<file path="src/rtl/fifo_param_ctrl.sv">
// Parametrised synchronous FIFO controller with status flags, sticky error flags,
// synchronous flush and selectable standard or first-word-fall-through read data.
module fifo_param_ctrl #(
  parameter int WIDTH    = 8,
  parameter int DEPTH    = 16,
  parameter int AF_LEVEL = 12,
  parameter int AE_LEVEL = 2,
  parameter int FWFT     = 0
) (
  input  logic                         clock,
  input  logic                         reset,
  input  logic [WIDTH-1:0]             data,
  input  logic                         wr_data,
  input  logic                         rd_data,
  input  logic                         flush,
  input  logic                         err_clr,
  output logic [WIDTH-1:0]             out_data,
  output logic                         full,
  output logic                         empty,
  output logic                         almost_full,
  output logic                         almost_empty,
  output logic [$clog2(DEPTH+1)-1:0]   count,
  output logic                         overflow,
  output logic                         underflow
);

  localparam int AW = $clog2(DEPTH);
  localparam int CW = $clog2(DEPTH+1);
  localparam logic [CW-1:0] FULL_CNT = CW'(DEPTH);
  localparam logic [CW-1:0] AF_CNT   = CW'(AF_LEVEL);
  localparam logic [CW-1:0] AE_CNT   = CW'(AE_LEVEL);

  if ((DEPTH < 2) || ((DEPTH & (DEPTH - 1)) != 0)) begin : g_bad_depth
    $error("fifo_param_ctrl: DEPTH must be a power of two and at least 2");
  end
  if (!((AE_LEVEL < AF_LEVEL) && (AF_LEVEL <= DEPTH))) begin : g_bad_levels
    $error("fifo_param_ctrl: levels must satisfy AE_LEVEL < AF_LEVEL <= DEPTH");
  end

  logic [WIDTH-1:0] mem [DEPTH];
  logic [AW-1:0]    wr_ptr_reg, rd_ptr_reg;
  logic [CW-1:0]    count_reg, count_next;
  logic             full_reg, empty_reg, af_reg, ae_reg;
  logic             overflow_reg, underflow_reg;
  logic             wr_acc, rd_acc, ovf_evt, udf_evt;

  // A read on a full FIFO frees the slot the simultaneous write lands in.
  always_comb begin
    rd_acc     = rd_data && !empty_reg && !flush;
    wr_acc     = wr_data && (!full_reg || rd_acc) && !flush;
    ovf_evt    = wr_data && full_reg && !rd_acc && !flush;
    udf_evt    = rd_data && empty_reg && !flush;
    count_next = count_reg;
    case ({wr_acc, rd_acc})
      2'b10:   count_next = count_reg + CW'(1);
      2'b01:   count_next = count_reg - CW'(1);
      default: count_next = count_reg;
    endcase
  end

  always_ff @(posedge clock) begin
    if (wr_acc) mem[wr_ptr_reg] <= data;
  end

  always_ff @(posedge clock or negedge reset) begin
    if (!reset) begin
      wr_ptr_reg <= '0;
      rd_ptr_reg <= '0;
      count_reg  <= '0;
      full_reg   <= 1'b0;
      empty_reg  <= 1'b1;
      af_reg     <= 1'b0;
      ae_reg     <= 1'b1;
    end else if (flush) begin
      wr_ptr_reg <= '0;
      rd_ptr_reg <= '0;
      count_reg  <= '0;
      full_reg   <= 1'b0;
      empty_reg  <= 1'b1;
      af_reg     <= 1'b0;
      ae_reg     <= 1'b1;
    end else begin
      if (wr_acc) wr_ptr_reg <= wr_ptr_reg + AW'(1);
      if (rd_acc) rd_ptr_reg <= rd_ptr_reg + AW'(1);
      count_reg <= count_next;
      full_reg  <= (count_next == FULL_CNT);
      empty_reg <= (count_next == '0);
      af_reg    <= (count_next >= AF_CNT);
      ae_reg    <= (count_next <= AE_CNT);
    end
  end

  // Error flags are sticky; a new event in the clearing cycle keeps the flag set.
  always_ff @(posedge clock or negedge reset) begin
    if (!reset) begin
      overflow_reg  <= 1'b0;
      underflow_reg <= 1'b0;
    end else begin
      overflow_reg  <= (overflow_reg && !err_clr) || ovf_evt;
      underflow_reg <= (underflow_reg && !err_clr) || udf_evt;
    end
  end

  if (FWFT != 0) begin : g_fwft
    assign out_data = empty_reg ? '0 : mem[rd_ptr_reg];
  end else begin : g_std
    logic [WIDTH-1:0] out_reg;
    always_ff @(posedge clock or negedge reset) begin
      if (!reset)      out_reg <= '0;
      else if (rd_acc) out_reg <= mem[rd_ptr_reg];
    end
    assign out_data = out_reg;
  end

  assign full         = full_reg;
  assign empty        = empty_reg;
  assign almost_full  = af_reg;
  assign almost_empty = ae_reg;
  assign count        = count_reg;
  assign overflow     = overflow_reg;
  assign underflow    = underflow_reg;

endmodule

</file>
<file path="config.mk">
export PLATFORM = sky130hd
export DESIGN_NAME = fifo_param_ctrl
export DESIGN_NICKNAME = d
export VERILOG_FILES = /design/src/rtl/fifo_param_ctrl.sv
export SDC_FILE = /design/constraint.sdc
export NUM_CORES = 1
export LEC_CHECK = 0
export BUFFER_PORTS_ARGS = -buffer_cell sky130_fd_sc_hd__buf_2
export CAP_MARGIN = 40
export CORE_MARGIN = 4
export CORE_UTILIZATION = 35
export CTS_BUF_LIST = sky130_fd_sc_hd__clkbuf_8
export DETAILED_ROUTE_END_ITERATION = 10
export PLACE_DENSITY = 0.47
export SYNTH_ARGS = -nofsm -noshare
export SYNTH_HDL_FRONTEND = slang
export SYNTH_SLANG_ARGS = --single-unit
</file>
<file path="constraint.sdc">
create_clock -name clock -period 4.3 [get_ports clock]
set_input_delay 0.215 -clock clock [delete_from_list [all_inputs] [get_ports clock]]
set_output_delay 0.215 -clock clock [all_outputs]
set_load 0.01 [all_outputs]
</file>
-- Yosys cells after proc, flatten, opt, wreduce, memory -nomap -nowiden
Memories as Yosys holds them, arrays and structs flattened. A register that Yosys moved wholly into a read port is not among the register bits.
Cells that the tools add are included.
- input bits: 14
- register bits after elaboration: 19
- output and inout bits: 19
- memories kept: 1
- memory bits (writable): 128
- reduce and logical (&&, ||, !) cells: 23
- equal/unequal tests: 3
- magnitude comparators: 2
- add/sub/neg operators: 4
- muxes and demuxes: 12
- memory list (memory ; words ; bits a word ; rd ports ; clocked after Yosys merged registers in ; wr ports ; line ; RTL):
    mem ; 16 ; 8 ; 1 ; 1 ; 1 ; 40 ; logic [WIDTH-1:0] mem [DEPTH];
- operators by type and width (kind ; count):
    two-way mux 4 bit ; 4
    logical AND 1 bit ; 11
    one-hot mux 5 bit (2 select lines) ; 1
    adder 4 x 1 -> 4 bit, second input constant ; 2
    zero test 1 bit ; 6
    two-way mux 1 bit ; 6
    adder 5 x 1 -> 5 bit, second input constant ; 1
    equality test 5 bit, second input constant ; 1
    greater-or-equal comparator 5 x 4 -> 1 bit, second input constant ; 1
    less-or-equal comparator 5 x 2 -> 1 bit, second input constant ; 1
    zero test 5 bit ; 1
    two-way mux 5 bit ; 1
    subtractor 5 x 1 -> 5 bit, second input constant ; 1
    nonzero test 2 bit ; 2
    logical OR 1 bit ; 3
    equality test 2 x 1 -> 1 bit, second input constant ; 1
    equality test 2 bit, second input constant ; 1

-- Logic depth before layout (Yosys ltp)
- depth in word-level cells: 10
- depth in mapped cells: 12

-- Least setup slack after synthesis
Ideal clock, no wire load.
- kind: register to register
- start point: register empty_reg (netlist: empty)
- end point: register ae_reg (netlist: almost_empty)
- cell stages (with the launch flop): 13
- arrival time: 2.897 ns
- setup time: 0.105 ns
- clock period less this slack: 3.002 ns
- path slack: 1.298 ns
- buffers on the path: 2
- cell sequence: dfstp_2 > or3b_2 > buf_2 > clkbuf_1 > inv_1 > ha_1 > xor2_1 > ha_1 > or3b_1 > a32oi_1 > xor2_1 > nor2_1 > a2111oi_2
- cells in the longest elaborated chain, start to end: 10
- elaborated cells on any way between the ends: 11
- RTL lines (item ; line ; RTL):
    start, declared ; 43 ; logic full_reg, empty_reg, af_reg, ae_reg;
    start signal, assigned ; 87 ; empty_reg <= (count_next == '0);
    zero test 1 bit (*) ; 49 ; rd_acc = rd_data && !empty_reg && !flush;
    logical AND 1 bit (*) (2 in series) ; 49 ;
    net rd_acc ; 45 ; logic wr_acc, rd_acc, ovf_evt, udf_evt;
    logical OR 1 bit ; 50 ; wr_acc = wr_data && (!full_reg || rd_acc) && !flush;
    logical AND 1 bit (2 in series) ; 50 ;
    equality test 2 x 1 -> 1 bit / equality test 2 bit (equally long branches) ; 54 ; case ({wr_acc, rd_acc})
    one-hot mux 5 bit (2 select lines) (*) ; 54 ;
    less-or-equal comparator 5 x 2 -> 1 bit (*) ; 89 ; ae_reg <= (count_next <= AE_CNT);
    two-way mux 1 bit (*) ; 74 ; end else if (flush) begin
    end signal, assigned ; 89 ;
    end, declared ; 43 ;
Mark *: on every way through the listed nets, which the timed path passes. The rest lies on a longest branch.
A chain may end at the register's enable or synchronous reset.

-- Worst setup path in the final report
Same ends and word-level chain as after synthesis.

==> impl_metrics.ini <==
[run_status]
status = completed

[cells_and_area]
nets = 419
largest_reg_flops = 128
area_growth_pct = 15.04
drive_gt1_share_pct = 30.24
final_cell_area_um2 = 7274
antennaDiodeCount = 0

[drt]
postRouteAntennaNets = 0
vias = 3185
first_iter_violations = 224
drt_pass1_iterations = 4
via_per_inst = 5.016
drt-wirelength-per-cell_um = 21.53
totalWireLength_um = 13670
route.detailed.drc = 0

[cts]
cts.root.buffer_cell = clkbuf_8
cts.htree.levels = 4
cts_buffers = 17
cts_buffer_depth = 2
tritoncts_num_sinks = 155
cts_tree = yes
path_clk_slew_ns = 0.09
worstSkewPairLatency_ns = 0.46
postCtsSetupRepairBufs = 0

[synthesis]
ys_types = 42
yosysTopAreaCell = edfxtp_1
ys.flop_type = edfxtp_1
netlist_instances = 343
synth.area.top_cells = edfxtp_1 (61%), dfrtp_1 (9.9%), mux4_2 (8.5%)
yosys.area.top_type_share_pct = 60.78
ys_ff_latch = 155
synth_area_um2 = 6324
synth_edf_count = 128
async_flop_share_pct = 17.42
yosys_warnings = 0
mappedNetlistNets = 365
avgSynthCellArea_um2 = 18.44
synth.top_cells.by_count = edfxtp_1 (128), dfrtp_1 (25), nor2_1 (25)
seq_area_frac_synth_pct = 71.51
synth_most_common_cell = edfxtp_1

[grt]
first_global_vias = 3346
grt_overflow = 0
grt_antenna_before_repair = 0
grt_max_degree = 28
grt_use_total_pct = 14.42
grt_pass1_wl_um = 21020

[setup_path]
rrSetupSlack_ns = 1.08
cp-end-kind = flip-flop
worstSetupPathType = reg2reg
r2r_end = almost_empty
reg2reg_depth = 10
cp_max_fo = 19
arrival_ns = 3.56
reg2reg_from = empty
crit_path_start_kind = flip-flop
cp.required_ns = 4.64

[timing]
tightest_slew_ns = 0.6299
rsz0062_at_grt = no
tns_ns = 0
finalSetupViolCount = 0
skew_ns = 0.01616
fin_crit_sh_pct = 74.89
slew_headroom_pct = 57.85
fin_crit_ns = 3.220
slew_viol_final = 0
finalHoldViolCount = 0
fmax_mhz = 310.5

[placed_design]
io_buffers = 32
placed_cell_area_um2 = 6858
routabilityCongestion = 0.7201
hpwl_um = 9471

[pwr]
leakage_nw = 2.538
peakVddDrop_uv = 229.7
power_density_nw_per_um2 = 425.3

[min_path]
hold_class = in2reg
hold_end = overflow
worstHoldStart = wr_data
min_path_cells = 3

[floorplan]
coreArea_um2 = 17480
die_w_um = 142.4
initial_core_util_pct = 36.18
core.rowCount = 48
io_pins = 33
die_h_um = 142.4
die_area_um2 = 20280

[job]
maxCapViolCount = 0
where the power goes:
| part | switching [W] | total, W | internal [W] | leakage [nW] |
|---|---|---|---|---|
| Combinational | 0.000143 | 0.000271 | 0.000127 | 0.836 |
| Sequential | 0.0000431 | 0.00172 | 0.00167 | 1.51 |
| Clock | 0.000580 | 0.00111 | 0.000526 | 0.196 |
| Total | 0.000766 | 0.00309 | 0.00233 | 2.54 |
per-stage QoR:
step	power [W]	hold slack (ns)	utilization (%)	std cells	setup slack, ns
2_1_floorplan	0.001911	-0.08059	-	343	1.298
3_3_place_gp	0.002022	0.2606	38.31	584	1.122
3_5_place_dp	0.002029	0.2713	39.24	601	0.9678
4_1_cts	0.003137	0.007163	41.62	635	1.047
5_1_grt	0.003232	0.02125	41.62	635	0.7749
6_report	0.003094	0.03758	41.62	635	1.080
critical path, cell delays in order (launching register included):
cell and delay (ns):
dfstp_2 0.39, or3b_2 0.64, inv_1 0.15, ha_1 0.31
xor2_1 0.19, ha_1 0.21, or3b_1 0.35, a32oi_1 0.25
xor2_1 0.26, nor2_1 0.11, a2111oi_2 0.25
logic make-up (layout without fill, tap and decap cells):
family,count (synthesis),after routing,synth area share [%]
XOR/XNOR,10,10,1.385
adder cells (fa/ha/maj),8,8,1.583
buffers and inverters,26,93,2.157
multiplexers,51,51,15.04
flip-flops,155,155,71.51
AND/OR/NAND/NOR,68,68,5.065
AO/OA/AOI/OAI,25,25,3.265
worst max path at each step:
stage               slack, ns  depth (start not counted)   from            to
finish                   1.08                         10  empty  almost_empty
global route             0.77                         11  empty  almost_empty
CTS                      1.05                         10  empty  almost_empty
detailed placement       0.97                         11  flush  almost_empty
global placement         1.12                         11  flush  almost_empty
floorplan                1.30                         12  empty  almost_empty
final cells by class:
type	count	area (um^2)
fill	1545	10200
sequential	155	4523
multi-input combinational	162	1685
timing repair buffer	53	357.8
tap	225	281.5
clock buffer	17	234.0
clock inverter	15	162.7
inverter	8	30.03
layout by cell type (no fill, tap or decap), types with 2 or more instances in the layout:
master         count
mux4_1             8
inv_1              8
xnor2_1            3
nor3_1             9
buf_2             32
dfrtp_1           24
xor2_1             7
mux2i_1           11
mux4_2            24
nand2_1           13
nor2_1            25
a21oi_1            4
a21o_1             3
nand2b_1           5
edfxtp_1         128
ha_1               8
bufinv_16          2
nor2b_1            2
mux2_2             8
nor3_2             4
nand4_1            2
buf_6              4
nand3_1            2
dlygate4sd3_1      2
clkinv_4           3
a221o_1            8
dfstp_2            2
clkinvlp_4         2
clkbuf_8          17
inv_6              6
o21ai_0            2
buf_4             14
routing by layer:
layer,GRT usage [%],vias to the layer above,routed length (um)
li1,-,1465,-
met1,19.92,1656,6434
met2,22.39,52,6644
met3,3.999,12,458
met4,4.452,0,133
met5,0,-,0
repair_timing:
item,4_1_cts,5_1_grt
hold buffers,2,0
gates resized for setup,0,0
hold endpoints to repair,26,0
endpoints found under the setup margin,0,0
(Power assumes the default switching activity.)
